--- src/rtl/adder_serial.sv ---
// adder_serial: multi-cycle WIDTH-bit adder/subtractor that consumes DIGIT
// bits per clock. An operation starts with a Start/Busy/Done handshake and
// reports Sum, Carry and Overflow. Overflow uses either the signed or the
// unsigned rule.
module adder_serial #(
  parameter int WIDTH = 4,
  parameter int DIGIT = 1
) (
  input  logic             Clk,
  input  logic             Reset,
  input  logic             Start,
  input  logic             Sub,
  input  logic             Signed,
  input  logic [WIDTH-1:0] A,
  input  logic [WIDTH-1:0] B,
  output logic             Busy,
  output logic             Done,
  output logic [WIDTH-1:0] Sum,
  output logic             Carry,
  output logic             Overflow
);

  // Number of RUN cycles and the width of the digit counter.
  localparam int N  = WIDTH / DIGIT;
  localparam int CW = (N > 1) ? $clog2(N) : 1;

  typedef enum logic {IDLE = 1'b0, RUN = 1'b1} state_t;

  state_t           state_reg, state_next;
  logic [CW-1:0]    cnt_reg;
  logic [WIDTH-1:0] opa_reg, opb_reg;
  logic [WIDTH-1:0] stage_reg;
  logic             cy_reg;
  logic             sub_reg, sgn_reg;
  logic [WIDTH-1:0] sum_reg;
  logic             carry_reg, ovf_reg, done_reg;

  logic             accept;
  logic             last;
  logic [DIGIT:0]   dsum;
  logic             cin_msb;
  logic [WIDTH-1:0] stage_next;
  logic             ovf_next;

  assign accept = (state_reg == IDLE) && Start;
  assign last   = (cnt_reg == CW'(N - 1));

  // Add one digit. The result is DIGIT sum bits plus the carry out in the top bit.
  assign dsum = {1'b0, opa_reg[DIGIT-1:0]} + {1'b0, opb_reg[DIGIT-1:0]}
              + {{DIGIT{1'b0}}, cy_reg};

  // Carry into the MSB of the word. This is only meaningful on the last digit.
  // It is the carry out of the low DIGIT-1 bits of that digit.
  generate
    if (DIGIT == 1) begin : g_cin_single
      assign cin_msb = cy_reg;
    end else begin : g_cin_multi
      logic [DIGIT-1:0] low_sum;
      assign low_sum = {1'b0, opa_reg[DIGIT-2:0]} + {1'b0, opb_reg[DIGIT-2:0]}
                     + {{(DIGIT-1){1'b0}}, cy_reg};
      assign cin_msb = low_sum[DIGIT-1];
    end
  endgenerate

  // Each new digit enters the staging register at the MSB end.
  // After N digits it holds the full word.
  generate
    if (DIGIT == WIDTH) begin : g_stage_full
      assign stage_next = dsum[DIGIT-1:0];
    end else begin : g_stage_shift
      assign stage_next = {dsum[DIGIT-1:0], stage_reg[WIDTH-1:DIGIT]};
    end
  endgenerate

  // Choose the overflow rule from the Sub and Signed values latched at accept.
  always_comb begin
    ovf_next = 1'b0;
    if (sgn_reg)
      ovf_next = cin_msb ^ dsum[DIGIT];
    else if (sub_reg)
      ovf_next = ~dsum[DIGIT];
    else
      ovf_next = dsum[DIGIT];
  end

  // FSM state register.
  always_ff @(posedge Clk) begin
    if (Reset)
      state_reg <= IDLE;
    else
      state_reg <= state_next;
  end

  // FSM next state: enter RUN on accept, return to IDLE after the last digit.
  always_comb begin
    state_next = state_reg;
    case (state_reg)
      IDLE:    if (Start) state_next = RUN;
      RUN:     if (last)  state_next = IDLE;
      default: state_next = IDLE;
    endcase
  end

  // FSM outputs.
  always_comb begin
    Busy = (state_reg == RUN);
  end

  // Datapath: load operands on accept, then process one digit per RUN cycle.
  // Retire the result on the last digit.
  always_ff @(posedge Clk) begin
    if (Reset) begin
      cnt_reg   <= '0;
      opa_reg   <= '0;
      opb_reg   <= '0;
      stage_reg <= '0;
      cy_reg    <= 1'b0;
      sub_reg   <= 1'b0;
      sgn_reg   <= 1'b0;
      sum_reg   <= '0;
      carry_reg <= 1'b0;
      ovf_reg   <= 1'b0;
      done_reg  <= 1'b0;
    end else begin
      done_reg <= 1'b0;
      if (accept) begin
        // Subtraction is A + ~B + 1. The +1 comes in as the initial carry.
        opa_reg <= A;
        opb_reg <= Sub ? ~B : B;
        cy_reg  <= Sub;
        sub_reg <= Sub;
        sgn_reg <= Signed;
        cnt_reg <= '0;
      end else if (state_reg == RUN) begin
        opa_reg   <= opa_reg >> DIGIT;
        opb_reg   <= opb_reg >> DIGIT;
        stage_reg <= stage_next;
        cy_reg    <= dsum[DIGIT];
        cnt_reg   <= cnt_reg + 1'b1;
        if (last) begin
          sum_reg   <= stage_next;
          carry_reg <= dsum[DIGIT];
          ovf_reg   <= ovf_next;
          done_reg  <= 1'b1;
        end
      end
    end
  end

  assign Done     = done_reg;
  assign Sum      = sum_reg;
  assign Carry    = carry_reg;
  assign Overflow = ovf_reg;

endmodule

--- config.mk ---
export PLATFORM = sky130hd
export DESIGN_NAME = adder_serial
export DESIGN_NICKNAME = d
export VERILOG_FILES = /design/src/rtl/adder_serial.sv
export SDC_FILE = /design/constraint.sdc
export NUM_CORES = 1
export LEC_CHECK = 0
export ABC_CLOCK_PERIOD_IN_PS = 3800
export CAP_MARGIN = 20
export CORE_MARGIN = 4
export CORE_UTILIZATION = 45
export CTS_CLUSTER_SIZE = 12
export DETAILED_ROUTE_END_ITERATION = 6
export PLACE_DENSITY_LB_ADDON = 0.3
export SKIP_CTS_REPAIR_TIMING = 1
export SLEW_MARGIN = 5
export SYNTH_ARGS = -nofsm -noshare
export SYNTH_HDL_FRONTEND = slang
export SYNTH_SLANG_ARGS = --single-unit
--- constraint.sdc ---
create_clock -name Clk -period 3.8 [get_ports Clk]
set_input_delay 0.76 -clock Clk [delete_from_list [all_inputs] [get_ports Clk]]
set_output_delay 0.76 -clock Clk [all_outputs]
set_load 0.005 [all_outputs]
======== Word-level counts from Yosys, hierarchy flattened ========
Cells that the tools add are included.
operators by class
  add/subtract/negate cells ............... 3
  equality and inequality tests ........... 1
  multiplexer cells ....................... 13
  bitwise logic cells ..................... 5
  reductions and logical operators ........ 6
operators by type and width
  kind                 number
  $mux 4               5
  $mux 1               7
  $not 4->4            1
  $not 1->1            3
  $reduce_and 3->1     1
  $reduce_or 3->1      1
  $add 1x1->2          1
  $add 2x1->2          1
  $add 2x1->2 const B  1
  $eq 2x2->1 const B   1
  $pmux 1 s2           1
  $reduce_and 2->1     1
  $reduce_bool 2->1    1
  $reduce_or 2->1      1
  $logic_and 1x1->1    1
  $xor 1x1->1          1
storage, ports and cells
  register bits ........................... 25
  input port bits ......................... 13
  output and inout bits ................... 8
  logic and storage cells ................. 40

======== Longest topological paths before layout ========
  depth in word-level cells ............... 5
  mapped depth ............................ 5
  gate-level depth less buffers ........... 4

======== Least setup slack after synthesis ========
OpenSTA, ideal clock, no wires.
  kind .................................... input to register
  start point ............................. input port Start
  end point ............................... register opa_reg[0]
  setup time .............................. 0.128 ns
  arrival ................................. 1.406 ns
  data required time ...................... 3.672 ns
  slack ................................... 2.266 ns
  stages .................................. 4
  path buffers ............................ 1
  cells stage by stage .................... buf_2 -> mux2_2 -> mux2i_1 -> nor2_1
between the ends
  cells in the longest elaborated chain, start to end .. 2
  elaborated cells between the ends (all ways) .. 3
  those cells by class .................... mux: 1; reduce/logical: 2
ends and longest elaborated chain
  element                                             RTL line  source
  from (decl)                                         11        input logic Start,
  $logic_and 1x1->1 (*)                               45        assign accept = (state_reg == IDLE) && Start;
  $mux 4 / $reduce_bool 2->1 (equally long branches)  --
  to (signal assigned)                                135       opa_reg <= opa_reg >> DIGIT;
  to (decl)                                           31        logic [WIDTH-1:0] opa_reg, opb_reg;
Mark *: on every way between the ends. The rest lies on a longest branch, timed or not.
A chain may end at the register's enable or synchronous reset.

======== Final worst setup path ========
  start point ............................. register state_reg, in the netlist Busy
  end point ............................... output port Busy
RTL lines
  element                 RTL line  source
  from (decl)             29        state_t state_reg, state_next;
  from (signal assigned)  91        state_reg <= state_next;
  to (decl)               16        output logic Busy,
No word-level cell between the ends.

==> impl_metrics.py <==
metrics = {
    "run_status": {
        "status": "finished clean",
    },
    "timing": {
        "max-slew-margin-rel_pct": 56.91,
        "max_freq_mhz": 447.0,
        "setup_viol": 0,
        "min_period_over_period_pct": 58.87,
        "rsz0062_at_grt": "false",
        "tightest_slew_ps": 644.3,
        "hold_viol_final": 0,
        "finalClockSkew_ps": 12.79,
        "timing.final.max_slew_violations": 0,
        "tns_ps": 0,
        "post-route-min-period_ps": 2237,
        "holdWs_ps": 461.8,
    },
    "yosys": {
        "synth_area_leader_cell": "dfxtp_1",
        "netlist_instances": 110,
        "synth-edff-count": 0,
        "synthDistinctLibCells": 24,
        "ys_seq_area_share_pct": 46.89,
        "synthTopCellsByArea": "dfxtp_1 (47%), mux2i_1 (11%), nor2_1 (6.2%)",
        "synthTopCellsByCount": "dfxtp_1 (24), nor2_1 (17), nand2_1 (13)",
        "synth_area_per_cell_sq_um": 9.316,
        "netlist_area_sq_um": 1025,
        "synth_most_common_cell": "dfxtp_1",
        "yosysWarnings": 0,
        "ys_seq_elements": 24,
        "syn_nets": 125,
        "synth_flop_cell": "dfxtp_1",
        "yosysTopAreaCellShare_pct": 46.89,
        "synth-async-reset-ratio_pct": 0,
    },
    "worst_setup_path": {
        "critPathKind": "flip-flop to output pin",
        "crit_arrival_ps": 1480,
        "worstPathCellList": "buf_4 > clkdlybuf4s50_1",
        "ff2ff_setup_slack_ps": 2280,
        "r2r_cells": 3,
        "r2r-end": "Overflow$_SDFFE_PP0P_",
        "r2r-start": "opa_reg[0]$_SDFFE_PP0P_",
        "cp_top_family": "buffers and inverters",
        "crit_start": "Busy$_SDFF_PP0_",
        "cp-endpoint": "Busy",
        "path_buf_inv": 2,
        "crit_cells": 2,
        "cpPeakStageDelay_ps": 560,
        "worstPathRequired_ps": 3040,
        "slowest_stage": "clkdlybuf4s50_1",
        "start_kind": "flip-flop",
        "crit_fanout": 24,
        "end_kind": "output pin",
    },
    "finish": {
        "stdcell_area_sq_um": 1281,
        "fill_cells": 205,
        "fin_nets": 143,
        "syn_to_final_growth_pct": 25.03,
        "seq_area_sq_um": 480.5,
        "drive_gt1_share_pct": 8.661,
        "fin_cells": 155,
        "n_antenna_cell": 0,
        "multi_input_area_sq_um": 494.2,
    },
    "die": {
        "die_area_sq_um": 3105,
        "coreArea_sq_um": 2191,
        "floorplan.initialDensity_pct": 46.77,
        "io_pins": 21,
        "die_y_um": 55.72,
        "row_count": 17,
        "dieWidth_um": 55.72,
    },
    "place": {
        "io_buffers": 20,
        "hpwl_mm": 1.312,
        "dp_cells": 151,
        "place_area_sq_um": 1229,
        "place_congestion": 0.7101,
    },
    "drt": {
        "wl_per_cell_um": 11.89,
        "first_pass_iters": 4,
        "ant_nets": 0,
        "drtIter0Drc": 15,
        "viasPerCell": 5.045,
        "drt-total-wl_mm": 1.843,
        "drc": 0,
        "vias": 782,
    },
    "min_path": {
        "hold_path_class": "flip-flop to flip-flop",
    },
    "cts": {
        "cts_made_buffers": 3,
        "cts_max_level": 1,
        "clkSinkCount": 24,
        "clockBufferDepth": 2,
        "cts_root_buf": "clkbuf_4",
        "clock_latency_ps": 310,
        "cts_tree": "done",
        "cts.reportedPaths.clkPinSlew_ps": 140,
    },
    "global_routing": {
        "antenna_found_initial": 0,
        "grt_first_pass_wirelength_mm": 3.132,
        "grt_max_degree": 27,
        "grt_usage_pct": 12.25,
        "grt_overflow": 0,
        "grt_pass1_vias": 760,
    },
    "pwr": {
        "vdd_drop_max_uv": 203.0,
        "powerDensity_nw_per_um2": 402.0,
        "seqPwrFrac_pct": 52.3,
        "internal_power_w": 0.0004043,
        "p_leak_nw": 0.4872,
        "netSwitchingFraction_pct": 21.49,
        "switchingPower_w": 0.0001107,
        "pwr-share-clk_pct": 35.4,
        "p_comb_share_pct": 12.3,
    },
    "job": {
        "drv_cap": 0,
    },
}
-- kinds of logic (layout without fill, tap and decap cells) --
group	Yosys count	count (layout)	synth area share, %
buf+inv	10	27	4.883
xor+xnor	4	4	3.418
mux	15	15	15.14
flops	24	24	46.89
compound gates	14	14	8.426
fa+ha+maj	2	2	3.174
simple gates	41	41	18.07
-- tightest hold or removal path: cells and delay by family, from the launching register on --
kind / cells / cell delay [ps]
simple gates: 1 / 50
flops: 1 / 330
compound gates: 1 / 50
-- layout by cell type, fill, tap and decap left out, types with 2 or more instances in the layout --
| cell type | netlist | routed |
|---|---|---|
| mux2_2 | 4 | 4 |
| a21oi_1 | 10 | 10 |
| dfxtp_1 | 24 | 24 |
| nor3b_1 | 2 | 2 |
| xnor2_1 | 4 | 4 |
| mux2i_1 | 11 | 11 |
| nor3_1 | 2 | 2 |
| clkbuf_4 | 0 | 3 |
| buf_4 | 0 | 2 |
| nor2_1 | 17 | 17 |
| a211o_1 | 3 | 3 |
| clkdlybuf4s50_1 | 0 | 20 |
| nand2_1 | 13 | 13 |
-- power by group through the flow --
stage / Combinational, W / Sequential (W) / Clock [W]
floorplan: 0.0000435 / 0.000274 / 0
global placement: 0.0000613 / 0.000274 / 0
CTS: 0.0000636 / 0.000270 / 0.000186
finish: 0.0000634 / 0.000270 / 0.000182
global route: 0.0000701 / 0.000271 / 0.000196
detailed placement: 0.0000628 / 0.000275 / 0
-- how the worst min path moves through the flow --
stage / start / to / slack, ps / cells past startpoint
global placement: opb_reg[3]$_SDFFE_PP0P_ / opb_reg[2]$_SDFFE_PP0P_ / 440 / 2
floorplan: stage_reg[1]$_SDFFE_PP0P_ / Sum[0]$_SDFFE_PP0P_ / 430 / 2
detailed placement: Sum[1]$_SDFFE_PP0P_ / Sum[1]$_SDFFE_PP0P_ / 450 / 2
CTS: Sum[1]$_SDFFE_PP0P_ / Sum[1]$_SDFFE_PP0P_ / 470 / 2
global route: stage_reg[1]$_SDFFE_PP0P_ / Sum[0]$_SDFFE_PP0P_ / 490 / 2
finish: Sum[1]$_SDFFE_PP0P_ / Sum[1]$_SDFFE_PP0P_ / 460 / 2
-- per-stage QoR --
step	utilization, %	total power [W]	setup WS [ps]
floorplan	-	0.0003174	2266
global placement	56.08	0.0003356	1509
global route	58.48	0.0005373	1496
finish	58.48	0.0005150	1563
CTS	58.48	0.0005195	1550
detailed placement	56.08	0.0003380	1452
-- final cells by class --
cell class,count,share of cell area (%)
repair buffers,22,16.80
multi-input cells,76,38.57
clock buffers,3,1.758
well taps,28,2.734
clock inverters,1,2.344
inverters,1,0.2930
flip-flops and latches,24,37.50
-- metal layers --
metal  routed length, um  vias to the layer above  GRT usage (%)
met4                  14                        0          5.208
li1                    -                      401              -
met5                   0                        -              0
met3                  78                        2          2.320
met2                 925                       13          21.79
met1                 824                      366          14.18
(Power assumes the default switching activity.)
